$ cat src/rtl/uart_boot_loader.sv
// UART boot loader: receives an A5-framed image over 8N1 serial, writes it into instruction memory
// and releases the CPU once the XOR checksum matches. Optional inter-byte timeout: BOOT_TIMEOUT_EN.
module uart_boot_loader #(
  parameter int CLK_FREQ       = 100000000,
  parameter int BAUD           = 115200,
  parameter int IMEM_WORDS     = 256,
  parameter int TIMEOUT_CYCLES = 10000000,
  localparam int AW            = $clog2(IMEM_WORDS)
) (
  input  logic          clk,
  input  logic          rst,
  input  logic          uart_rx,
  output logic          imem_we,
  output logic [AW-1:0] imem_addr,
  output logic [31:0]   imem_wdata,
  output logic          cpu_hold,
  output logic          boot_done,
  output logic          boot_err
);

  localparam int          CPB     = CLK_FREQ / BAUD;
  localparam logic [15:0] CPB_M1  = 16'(CPB - 1);
  localparam logic [15:0] HALF_M1 = 16'(CPB / 2 - 1);
  localparam logic [31:0] N_MAX   = 32'(IMEM_WORDS);

  typedef enum logic [1:0] {R_IDLE, R_START, R_DATA, R_STOP} rx_st_e;
  typedef enum logic [2:0] {S_IDLE, S_LEN_LO, S_LEN_HI, S_DATA, S_CHECK, S_DONE, S_ERR} st_e;

  logic        rx_s1_q, rx_s2_q;
  rx_st_e      rx_st_q, rx_st_d;
  logic [15:0] cnt_q, cnt_d;
  logic [2:0]  bit_q, bit_d;
  logic [7:0]  sh_q, sh_d;
  logic        vld_q, vld_d, ferr_q, ferr_d;

  st_e           st_q, st_d;
  logic [15:0]   len_q, len_d, n_w;
  logic [31:0]   asm_q, asm_d;
  logic [1:0]    bcnt_q, bcnt_d;
  logic [15:0]   widx_q, widx_d;
  logic [7:0]    csum_q, csum_d;
  logic          we_q, we_d;
  logic [AW-1:0] addr_q, addr_d;
  logic [31:0]   wdata_q, wdata_d;
  logic          to_hit;

  // Receiver: start bit re-checked at mid-bit, then one full bit period per sample.
  always_comb begin
    rx_st_d = rx_st_q;
    cnt_d   = cnt_q;
    bit_d   = bit_q;
    sh_d    = sh_q;
    vld_d   = 1'b0;
    ferr_d  = 1'b0;
    case (rx_st_q)
      R_IDLE: if (!rx_s2_q) begin
        rx_st_d = R_START;
        cnt_d   = '0;
      end
      R_START: if (cnt_q == HALF_M1) begin
        cnt_d   = '0;
        bit_d   = '0;
        rx_st_d = rx_s2_q ? R_IDLE : R_DATA;
      end else cnt_d = cnt_q + 16'd1;
      R_DATA: if (cnt_q == CPB_M1) begin
        cnt_d = '0;
        sh_d  = {rx_s2_q, sh_q[7:1]};
        if (bit_q == 3'd7) rx_st_d = R_STOP;
        else bit_d = bit_q + 3'd1;
      end else cnt_d = cnt_q + 16'd1;
      R_STOP: if (cnt_q == CPB_M1) begin
        rx_st_d = R_IDLE;
        vld_d   = rx_s2_q;
        ferr_d  = !rx_s2_q;
      end else cnt_d = cnt_q + 16'd1;
      default: rx_st_d = R_IDLE;
    endcase
  end

`ifdef BOOT_TIMEOUT_EN
  logic [31:0] to_q, to_d;
  logic        waiting;
  assign waiting = (st_q == S_LEN_LO) || (st_q == S_LEN_HI) || (st_q == S_DATA) || (st_q == S_CHECK);
  assign to_d    = (!waiting || vld_q || ferr_q) ? 32'd0 : to_q + 32'd1;
  assign to_hit  = waiting && !vld_q && !ferr_q && (to_q == 32'(TIMEOUT_CYCLES - 1));
  always_ff @(posedge clk) begin
    if (!rst) to_q <= '0;
    else      to_q <= to_d;
  end
`else
  assign to_hit = 1'b0;
`endif

  assign n_w = {sh_q, len_q[7:0]};

  always_comb begin
    st_d    = st_q;
    len_d   = len_q;
    asm_d   = asm_q;
    bcnt_d  = bcnt_q;
    widx_d  = widx_q;
    csum_d  = csum_q;
    we_d    = 1'b0;
    addr_d  = addr_q;
    wdata_d = wdata_q;
    if (vld_q) begin
      case (st_q)
        S_IDLE: if (sh_q == 8'hA5) st_d = S_LEN_LO;
        S_LEN_LO: begin
          len_d = {8'h00, sh_q};
          st_d  = S_LEN_HI;
        end
        S_LEN_HI: begin
          len_d = n_w;
          if (n_w != 16'd0 && {16'd0, n_w} <= N_MAX) begin
            st_d   = S_DATA;
            widx_d = '0;
            bcnt_d = '0;
            csum_d = '0;
          end else st_d = S_ERR;
        end
        S_DATA: begin
          asm_d  = {sh_q, asm_q[31:8]};
          csum_d = csum_q ^ sh_q;
          bcnt_d = bcnt_q + 2'd1;
          if (bcnt_q == 2'd3) begin
            we_d    = 1'b1;
            addr_d  = widx_q[AW-1:0];
            wdata_d = {sh_q, asm_q[31:8]};
            widx_d  = widx_q + 16'd1;
            if (widx_q == len_q - 16'd1) st_d = S_CHECK;
          end
        end
        S_CHECK: st_d = (sh_q == csum_q) ? S_DONE : S_ERR;
        S_ERR: if (sh_q == 8'hA5) begin
          st_d   = S_LEN_LO;
          widx_d = '0;
          csum_d = '0;
          bcnt_d = '0;
        end
        default: ;
      endcase
    end
    // A corrupt frame or a stalled link aborts the load unless the image is already accepted.
    if ((ferr_q && st_q != S_DONE) || to_hit) st_d = S_ERR;
  end

  always_ff @(posedge clk) begin
    if (!rst) begin
      rx_s1_q <= 1'b1;
      rx_s2_q <= 1'b1;
      rx_st_q <= R_IDLE;
      cnt_q   <= '0;
      bit_q   <= '0;
      sh_q    <= '0;
      vld_q   <= 1'b0;
      ferr_q  <= 1'b0;
      st_q    <= S_IDLE;
      len_q   <= '0;
      asm_q   <= '0;
      bcnt_q  <= '0;
      widx_q  <= '0;
      csum_q  <= '0;
      we_q    <= 1'b0;
      addr_q  <= '0;
      wdata_q <= '0;
    end else begin
      rx_s1_q <= uart_rx;
      rx_s2_q <= rx_s1_q;
      rx_st_q <= rx_st_d;
      cnt_q   <= cnt_d;
      bit_q   <= bit_d;
      sh_q    <= sh_d;
      vld_q   <= vld_d;
      ferr_q  <= ferr_d;
      st_q    <= st_d;
      len_q   <= len_d;
      asm_q   <= asm_d;
      bcnt_q  <= bcnt_d;
      widx_q  <= widx_d;
      csum_q  <= csum_d;
      we_q    <= we_d;
      addr_q  <= addr_d;
      wdata_q <= wdata_d;
    end
  end

  assign imem_we    = we_q;
  assign imem_addr  = addr_q;
  assign imem_wdata = wdata_q;
  assign cpu_hold   = (st_q != S_DONE);
  assign boot_done  = (st_q == S_DONE);
  assign boot_err   = (st_q == S_ERR);

endmodule
$ cat config.mk
export PLATFORM = sky130hd
export DESIGN_NAME = uart_boot_loader
export DESIGN_NICKNAME = d
export VERILOG_FILES = /design/src/rtl/uart_boot_loader.sv
export SDC_FILE = /design/constraint.sdc
export NUM_CORES = 1
export LEC_CHECK = 0
export ABC_AREA = 1
export CAP_MARGIN = 30
export CORE_MARGIN = 1
export CORE_UTILIZATION = 50
export CTS_BUF_LIST = sky130_fd_sc_hd__clkbuf_8
export CTS_CLUSTER_DIAMETER = 40
export DETAILED_ROUTE_END_ITERATION = 10
export GPL_TIMING_DRIVEN = 0
export PLACE_DENSITY = 0.82
export RECOVER_POWER = 50
export SLEW_MARGIN = 20
export SYNTH_ARGS = -nofsm -noshare
export SYNTH_HDL_FRONTEND = slang
export SYNTH_SLANG_ARGS = --single-unit
$ cat constraint.sdc
create_clock -name clk -period 1.97 [get_ports clk]
set_clock_uncertainty 0.2 [all_clocks]
set_input_delay 0.197 -clock clk [delete_from_list [all_inputs] [get_ports clk]]
set_output_delay 0.197 -clock clk [all_outputs]
set_load 0.005 [all_outputs]
==> flow_metrics.tcl <==
set metrics [dict create \
    io-pin-count 47 \
    synthTopCellsByArea "dfxtp_1, nand2_1, nor2_1" \
    status "complete, but fails checks" \
    area_delta_synth_final_pct 33.0 \
    vias 7013 \
    synth_top_area_cell "dfxtp_1" \
    hold_violations 0 \
    p_leak_nw 3.54 \
    initial_core_util_pct 51.9 \
    die_area_sq_um 13800 \
    coreArea_sq_um 12800 \
    end_kind "flop" \
    layout_setup_ws_ns -0.417 \
    synthFlopType "dfxtp_1" \
    cp_slowest_cell "dfxtp_2" \
    synth-seq-cells 143 \
    setup_viol 83 \
    synth_warnings 0 \
    critPathMaxStageDelay_ns 0.39 \
    violations "setup timing" \
    die_w_um 117 \
    syn_area_per_cell_sq_um 7.10 \
    max_freq_mhz 419 \
    drt_iter0_markers 799 \
    cp_max_fo 5 \
    hp-class "in -> reg" \
    grt_pass1_wl_um 29300 \
    netlist.area_leader.share_pct 43.0 \
    clkLatencyLatePin_ns 0.49 \
    ant_nets 0 \
    rows 41 \
    async_reset_ff_share_pct 0 \
    maxCapViolCount 0 \
    cp.arrival_ns 2.53 \
    critPathTopFamily "simple AND/OR/NAND/NOR gates" \
    rrSetupSlack_ns -0.42 \
    crit_required_ns 2.11 \
    crit_end "st_q[1]" \
    clockBufferDepth 2 \
    netlist_instances 937 \
    antenna_found_initial 0 \
    wire_per_inst_um 16.9 \
    port-buffer-count 45 \
    cts_made_buffers 17 \
    final_layout_size_suffix_gt1_share_pct 24.9 \
    cts_sinks 143 \
    vias_per_cell 5.71 \
    min_period_ns 2.39 \
    cp-start-kind "flop" \
    cts.clk_slew.worst_paths_ns 0.11 \
    grt_max_degree 17 \
    reg2regPathDepth 15 \
    gp_congestion 0.864 \
    cts_tree "done" \
    dp_slack_ns -0.466 \
    r2r_start "bcnt_q[0]" \
    yosysSeqAreaShare_pct 43.0 \
    cp_cell_sequence "ha_1 > buf_6 > nand2_1 > nor2_1 > nand2_1 > nor2_1 > nand2_1 > nor2_2 > nand2_1 > nor2_1 > nand4_1 > nand2_2 > a21oi_1 > nor2_1 > nor2_1" \
    powerDensity_nw_per_um2 686 \
    overflow 0 \
    worst_pin_slew_ns 0.858 \
    fin_nets 1054 \
    crit_buf_inv 1 \
    routed_wirelength_um 20700 \
    syn_nets 947 \
    r2r-end "st_q[1]" \
    relSlewSlack_pct 42.8 \
    path_class "reg -> reg" \
    min_period_over_period_pct 121 \
    slew_viol_final 0 \
    crit_start "bcnt_q[0]" \
    antennaDiodeCount 0 \
    dpl.hpwl_um 12000 \
    h-tree-depth 4 \
    syn_area_sq_um 6660 \
    irDropWorstVdd_mv 0.779 \
    fin_setup_tns_ns -9.94 \
    path_common_cell "nor2_1" \
    synth_edf_count 0 \
    rsz0062_at_grt "true" \
    grt_usage_pct 26.5 \
    die_height_um 117 \
    yosysUniqueCellTypes 47 \
    cts-root-buf "clkbuf_8" \
    final_core_util_pct 69.0 \
    grt_pass1_vias 6220 \
    first_pass_iters 6 \
    ctsHoldBuffers 0 \
    cp.depth 15 \
    drc 0 \
]
power breakdown:
part | switching, mW | internal (mW)
registers | 0.0157 | 2.90
logic | 0.233 | 0.144
clock network | 1.26 | 1.52
total | 1.51 | 4.57
synthesized netlist by cell type (2+ instances only):
| master | number |
|---|---|
| xor2_1 | 25 |
| o22ai_1 | 5 |
| buf_2 | 8 |
| o21ai_0 | 82 |
| buf_1 | 2 |
| o21ai_1 | 10 |
| a21oi_1 | 89 |
| a31oi_1 | 3 |
| ha_1 | 7 |
| inv_1 | 96 |
| dfxtp_1 | 143 |
| nor2_1 | 134 |
| inv_2 | 7 |
| nor3_1 | 27 |
| nand2_2 | 3 |
| nor4_1 | 8 |
| clkinv_4 | 2 |
| nand3_1 | 59 |
| or2_2 | 3 |
| nor2_4 | 4 |
| clkbuf_1 | 19 |
| nand4_1 | 10 |
| and2_1 | 3 |
| o21a_1 | 2 |
| nand2_1 | 164 |
timing repair:
action | CTS | global route
gates cloned | 0 | 3
hold endpoints to repair | 0 | 0
setup endpoints to repair | 122 | 121
pin swaps | 21 | 29
resized for setup | 95 | 152
buffers inserted | 22 | 21
final cells by class:
cell class | count | area [sq um]
well taps | 172 | 215
repair buffers | 91 | 882
inverters | 107 | 434
clock buffers | 17 | 234
multi-input cells | 655 | 3740
fillers | 937 | 3980
clock inverters | 15 | 233
plain buffers | 29 | 216
flip-flops and latches | 143 | 2900
per-layer routing:
layer	global-route usage, %	wire [um]
met5	0	0
met4	12.6	841
met3	5.79	1470
met2	44.7	10100
met1	31.9	8300
sequential cells by signal (all words and copies together), names as in the netlist, 2 cells and up, named ones only:
name and flops:
st_q 3, imem_addr 8, len_q 16, widx_q 16, sh_q 8, bit_q 3
asm_q 24, bcnt_q 2, cnt_q 16, csum_q 8, imem_wdata 32
layout by cell type, fill, tap and decap left out, types with 8 or more instances in the layout:
| cell | Yosys | final |
|---|---|---|
| dlygate4sd3_1 | 0 | 12 |
| inv_2 | 7 | 17 |
| nand2_1 | 164 | 153 |
| nor2_2 | 1 | 23 |
| o21ai_0 | 82 | 55 |
| clkbuf_1 | 19 | 12 |
| nor2_4 | 4 | 11 |
| xor2_1 | 25 | 24 |
| o21ai_1 | 10 | 9 |
| buf_4 | 1 | 37 |
| o21ai_2 | 0 | 27 |
| dfxtp_2 | 0 | 17 |
| nand4_1 | 10 | 10 |
| nor3_1 | 27 | 20 |
| nand3_1 | 59 | 51 |
| nand2_2 | 3 | 11 |
| clkbuf_8 | 0 | 17 |
| buf_6 | 1 | 13 |
| a21oi_2 | 1 | 16 |
| inv_1 | 96 | 81 |
| a21oi_1 | 89 | 73 |
| dfxtp_1 | 143 | 122 |
| clkdlybuf4s50_1 | 0 | 30 |
| nor3_2 | 0 | 8 |
| nor2_1 | 134 | 105 |
worst min-delay path by stage:
stage	start	to	slack, ns	cells after the start
after CTS	uart_rx	rx_s1_q	0.09	2
after global placement	rx_s1_q	rx_s2_q	0.19	1
after global routing	uart_rx	rx_s1_q	0.13	2
after detailed placement	rx_s1_q	rx_s2_q	0.22	1
final	uart_rx	rx_s1_q	0.11	2
after floorplan	uart_rx	rx_s1_q	0.10	1
cells by family (layout without fill, tap and decap cells):
| kind of cell | count (synthesis) | in the layout | synth area share [%] |
|---|---|---|---|
| and+or+nand+nor | 422 | 422 | 27.9 |
| AOI/OAI and AO/OA | 200 | 200 | 15.9 |
| buffers and inverters | 139 | 259 | 8.52 |
| xor gates and xnor gates | 26 | 26 | 3.42 |
| adders and majority gates | 7 | 7 | 1.32 |
| DFF | 143 | 143 | 43.0 |
metrics by stage:
step | power [mW] | cells | instance area (sq um) | hold WS, ns
finish | 6.08 | 1229 | 8850 | 0.105
global route | 6.21 | 1229 | 8850 | 0.130
CTS | 5.97 | 1206 | 8240 | 0.0918
detailed placement | 3.19 | 1154 | 7330 | 0.216
global placement | 3.18 | 1154 | 7330 | 0.195
floorplan | 3.13 | 937 | 6670 | 0.104
(Power assumes the default switching activity.)
